--- config.mk ---
export PLATFORM = sky130hd
export DESIGN_NAME = pipe_select_stage
export DESIGN_NICKNAME = d
export VERILOG_FILES = /design/src/rtl/pipe_select_stage.sv
export SDC_FILE = /design/constraint.sdc
export NUM_CORES = 1
export LEC_CHECK = 0
export ABC_AREA = 1
export CAP_MARGIN = 0
export CORE_MARGIN = 4
export CORE_UTILIZATION = 50
export DETAILED_ROUTE_END_ITERATION = 7
export PLACE_DENSITY = 0.93
export SLEW_MARGIN = 20
export SYNTH_ARGS = -nofsm -noshare
export SYNTH_HDL_FRONTEND = slang
export SYNTH_SLANG_ARGS = --single-unit
--- constraint.sdc ---
create_clock -name clk_i -period 3.6 [get_ports clk_i]
set_input_delay 0.72 -clock clk_i [delete_from_list [all_inputs] [get_ports clk_i]]
set_output_delay 0.72 -clock clk_i [all_outputs]
set_load 0.03 [all_outputs]
--- src/rtl/pipe_select_stage.sv ---
// pipe_select_stage: registered N-to-1 select stage with bubble insertion,
// valid/ready flow control and a two-entry skid buffer (main + skid).
// Optional feature macro: PIPE_SELECT_BUBBLE_CNT_EN adds bubble_count_o,
// a saturating count of accepted bubble beats.

module pipe_select_stage #(
   parameter int WIDTH  = 32,
   parameter int NUM_IN = 4,
   parameter int SEL_W  = $clog2(NUM_IN)
) (
   input  logic                    clk_i,
   input  logic                    rst_ni,
   input  logic [NUM_IN*WIDTH-1:0] in_data_i,
   input  logic [SEL_W-1:0]        sel_i,
   input  logic                    in_valid_i,
   output logic                    in_ready_o,
   input  logic                    bubble_i,
   input  logic                    flush_i,
   output logic [WIDTH-1:0]        out_data_o,
   output logic                    out_valid_o,
   output logic                    out_bubble_o,
   input  logic                    out_ready_i
`ifdef PIPE_SELECT_BUBBLE_CNT_EN
   ,
   output logic [15:0]             bubble_count_o
`endif
);

   // Every select code gets a slot; codes beyond NUM_IN read as zero so an
   // out-of-range select stores a zero payload without a range comparison.
   localparam int NUM_SLOTS = 1 << SEL_W;

   typedef enum logic [1:0] {
      EMPTY = 2'd0,
      ONE   = 2'd1,
      FULL  = 2'd2
   } state_e;

   state_e             state_q, state_d;
   logic [WIDTH-1:0]   mainData_q, mainData_d;
   logic               mainBubble_q, mainBubble_d;
   logic [WIDTH-1:0]   skidData_q, skidData_d;
   logic               skidBubble_q, skidBubble_d;

   logic [WIDTH-1:0]   chanSlot [NUM_SLOTS];
   logic [WIDTH-1:0]   newData;
   logic               newBubble;
   logic               accept;
   logic               pop;

   for (genvar k = 0; k < NUM_SLOTS; k++) begin : g_slot
      if (k < NUM_IN) begin : g_real
         assign chanSlot[k] = in_data_i[k*WIDTH +: WIDTH];
      end else begin : g_zero
         assign chanSlot[k] = '0;
      end
   end

   // in_ready depends only on registered state and reset, never on out_ready.
   assign in_ready_o   = rst_ni & (state_q != FULL);
   assign out_valid_o  = (state_q != EMPTY);
   assign out_data_o   = out_valid_o ? mainData_q : '0;
   assign out_bubble_o = out_valid_o & mainBubble_q;

   assign accept = in_valid_i & in_ready_o;
   assign pop    = out_valid_o & out_ready_i;

   // Payload captured for an accepted beat: a bubble overrides the selected channel with zero.
   always_comb begin
      newData   = chanSlot[sel_i];
      newBubble = 1'b0;
      if (bubble_i) begin
         newData   = '0;
         newBubble = 1'b1;
      end
   end

   // Next-state and entry movement; flush empties the stage and drops the offered beat.
   always_comb begin
      state_d      = state_q;
      mainData_d   = mainData_q;
      mainBubble_d = mainBubble_q;
      skidData_d   = skidData_q;
      skidBubble_d = skidBubble_q;
      if (flush_i) begin
         state_d = EMPTY;
      end else begin
         unique case (state_q)
            EMPTY: begin
               if (accept) begin
                  mainData_d   = newData;
                  mainBubble_d = newBubble;
                  state_d      = ONE;
               end
            end
            ONE: begin
               if (accept && pop) begin
                  mainData_d   = newData;
                  mainBubble_d = newBubble;
               end else if (accept) begin
                  skidData_d   = newData;
                  skidBubble_d = newBubble;
                  state_d      = FULL;
               end else if (pop) begin
                  state_d = EMPTY;
               end
            end
            FULL: begin
               if (pop) begin
                  mainData_d   = skidData_q;
                  mainBubble_d = skidBubble_q;
                  state_d      = ONE;
               end
            end
            default: begin
               state_d = EMPTY;
            end
         endcase
      end
   end

   // State and entry registers with synchronous active-low reset.
   always_ff @(posedge clk_i) begin
      if (!rst_ni) begin
         state_q      <= EMPTY;
         mainData_q   <= '0;
         mainBubble_q <= 1'b0;
         skidData_q   <= '0;
         skidBubble_q <= 1'b0;
      end else begin
         state_q      <= state_d;
         mainData_q   <= mainData_d;
         mainBubble_q <= mainBubble_d;
         skidData_q   <= skidData_d;
         skidBubble_q <= skidBubble_d;
      end
   end

`ifdef PIPE_SELECT_BUBBLE_CNT_EN
   logic [15:0] bubbleCnt_q, bubbleCnt_d;

   // Count bubble beats that are actually stored; saturates, cleared only by reset.
   always_comb begin
      bubbleCnt_d = bubbleCnt_q;
      if (accept && bubble_i && !flush_i && (bubbleCnt_q != 16'hFFFF)) begin
         bubbleCnt_d = bubbleCnt_q + 16'd1;
      end
   end

   // Bubble counter register.
   always_ff @(posedge clk_i) begin
      if (!rst_ni) begin
         bubbleCnt_q <= '0;
      end else begin
         bubbleCnt_q <= bubbleCnt_d;
      end
   end

   assign bubble_count_o = bubbleCnt_q;
`endif

endmodule

==> flow_metrics.tcl <==
set metrics [dict create \
    nets 1171 \
    final_core_util_pct 71.6 \
    synthSimpleGateAreaFrac_pct 46.3 \
    synth_cells 903 \
    rsz0062_at_grt "false" \
    syn-cell-area_sq_um 4800 \
    area_growth_pct 38.6 \
    cts_tree "built" \
    setup_viol 0 \
    netlist.area_leader.share_pct 28.4 \
    syn-num-nets 1039 \
    grt_pass1_vias 4909 \
    synthAdderAreaFrac_pct 0 \
    cp.arrival_ps 2190 \
    drtIter0Drc 461 \
    antenna_found_initial 0 \
    cpPeakStageDelay_ps 700 \
    ir_drop_mv 0.162 \
    final_antenna_net_count 0 \
    cts_setup_buffers 0 \
    synth_cell_types 24 \
    cts.sink_count 68 \
    fillers 806 \
    wl_per_cell_microns 11.6 \
    synth_compound_area_share_pct 6.65 \
    htree_levels 3 \
    num_rows 35 \
    die-area_sq_um 11200 \
    startpoint_type "flop" \
    tns_ps 0 \
    finClkSkew_ps 4.49 \
    core_area_sq_um 9280 \
    max_clock_freq_mhz 343 \
    hpwl_mm 10.0 \
    cts_resized 0 \
    powerDensity_nw_per_um2 275 \
    portBuffers 170 \
    finalCritPeriodShare_pct 80.9 \
    synthMuxAreaShare_pct 0 \
    wl_mm 13.6 \
    via_per_inst 4.78 \
    layout_min_cycle_time_ps 2910 \
    synth_top_cell_by_area "dfxtp_1" \
    vias 5582 \
    outcome "finished clean" \
    worst_slew_margin_rel_pct 34.4 \
    worst_pin_slew_ps 982 \
    grt_max_degree 65 \
    synth_xor_area_share_pct 0 \
    required_ps 2880 \
    drive_above_1_share_pct 3.27 \
    min_path_cells 2 \
    initial_core_util_pct 51.7 \
    grt.total_usage_pct 23.7 \
    grt.overflow.total 0 \
    rr_worst_depth 7 \
    maxCapViolations 0 \
    io_pins 171 \
    synth_top_family_by_area "simple AND/OR/NAND/NOR gates" \
    cp_slowest_cell "clkdlybuf4s50_1" \
    ys_ff_latch 68 \
    syn_avg_cell_area_sq_um 5.31 \
    yosysWarnings 0 \
    rrSetupSlack_ps 1160 \
    hold_path_class "reg2reg" \
    clk_path_buf_depth 2 \
    cp_max_fo 35 \
    slew_viol_final 0 \
    synthTopCellsByArea "dfxtp_1 28%, nand2_1 24%, inv_1 13%" \
    firstDrtPassIters 5 \
    p_leak_uw 0.00353 \
    end_kind "primary output" \
    cts_buffers 9 \
    num_antenna_cells 0 \
    path_class "reg2out" \
    dieWidth_microns 106 \
    die_h_microns 106 \
    cts.clk_slew.worst_paths_ps 70 \
    hold_viol_final 0 \
    yosysSeqAreaShare_pct 28.4 \
    drcViolationCount 0 \
    path_cells "inv_2 > nand2_4 > clkinv_1 > nor2_1 > clkdlybuf4s50_1" \
    root_buffer "clkbuf_8" \
    gp_congestion 0.843 \
    clk_latency_ps 350 \
    grt_first_pass_wirelength_mm 22.0 \
    holdBufCountCts 0 \
]
[layout make-up]
class	count	area, sq um	area share (%)
Inverter	172	646	9.71
Timing Repair Buffer	178	1750	26.4
Clock buffer	14	183	2.75
Sequential cell	68	1360	20.5
Multi-Input combinational cell	606	2540	38.2
Clock inverter	1	5.00	0.0753
Tap cell	129	161	2.43
[cell usage in the layout (no fill, tap or decap), drive strengths merged]
master	count
nand3b	1
nand4	1
nand3	109
clkinv	3
a21oi	36
o21ai	25
dfxtp	68
clkbuf	14
nor2	126
buf	10
inv	170
o22ai	1
clkdlybuf4s50	168
nor3	1
nand2	306
[report_power, final]
| part | switching [uW] | internal (uW) | leakage (uW) | total, uW |
|---|---|---|---|---|
| sequential | 7.02 | 777 | 0.000552 | 784 |
| clock | 272 | 321 | 0.0000986 | 592 |
| combinational | 233 | 220 | 0.00288 | 453 |
| total | 512 | 1320 | 0.00353 | 1830 |
[per-stage QoR]
step	instances	instance area (sq um)	worst slack, ps	hold WS [ps]	power, uW
after floorplan	903	4800	1430	445	1050
after global placement	1153	6460	819	452	1240
after detailed placement	1153	6460	732	457	1250
after CTS	1168	6650	677	467	1830
after global routing	1168	6650	537	481	1920
final	1168	6650	688	466	1830
[path summary, 6_finish.rpt]
| check | from | end |
|---|---|---|
| setup / recovery | state_q[0]$_SDFFE_PP0P_ | in_ready_o |
| hold / removal | skidData_q[0]$_SDFFE_PN0P_ | skidData_q[0]$_SDFFE_PN0P_ |
| setup reg to reg | state_q[1]$_SDFFE_PP0P_ | mainData_q[1]$_SDFFE_PN0P_ |
| hold reg to reg | skidData_q[0]$_SDFFE_PN0P_ | skidData_q[0]$_SDFFE_PN0P_ |
[worst max-delay path: cells and delay by family (launching register included)]
kind,cells,cell delay [ps]
buffers and inverters,3,950
DFF,1,420
and+or+nand+nor,2,480
[flip-flops by register name, indices dropped and copies added (netlist names)]
signal	count
mainBubble_q	1
state_q	2
mainData_q	32
skidBubble_q	1
skidData_q	32
[Yosys cell counts, drive strengths merged]
cell type	number
nand2	306
o22ai	1
a21oi	36
nand3	109
buf	23
clkinv	1
nor2	126
nand4	1
nor3	1
inv	171
dfxtp	68
nand3b	1
o21ai	25
clkbuf	34
[cell families (layout without fill, tap and decap cells)]
kind of cell           Yosys count  after routing
AOI/OAI and AO/OA               62             62
DFF                             68             68
and+or+nand+nor                544            544
buffers and inverters          229            365
[routing by layer]
metal	GRT usage (%)	part of all wire, %	routed length [microns]
met1	29.8	41	5580
met2	40.0	48	6450
met3	5.46	9.1	1240
met4	7.96	2.1	280
met5	0	0	0
(Power assumes the default switching activity.)
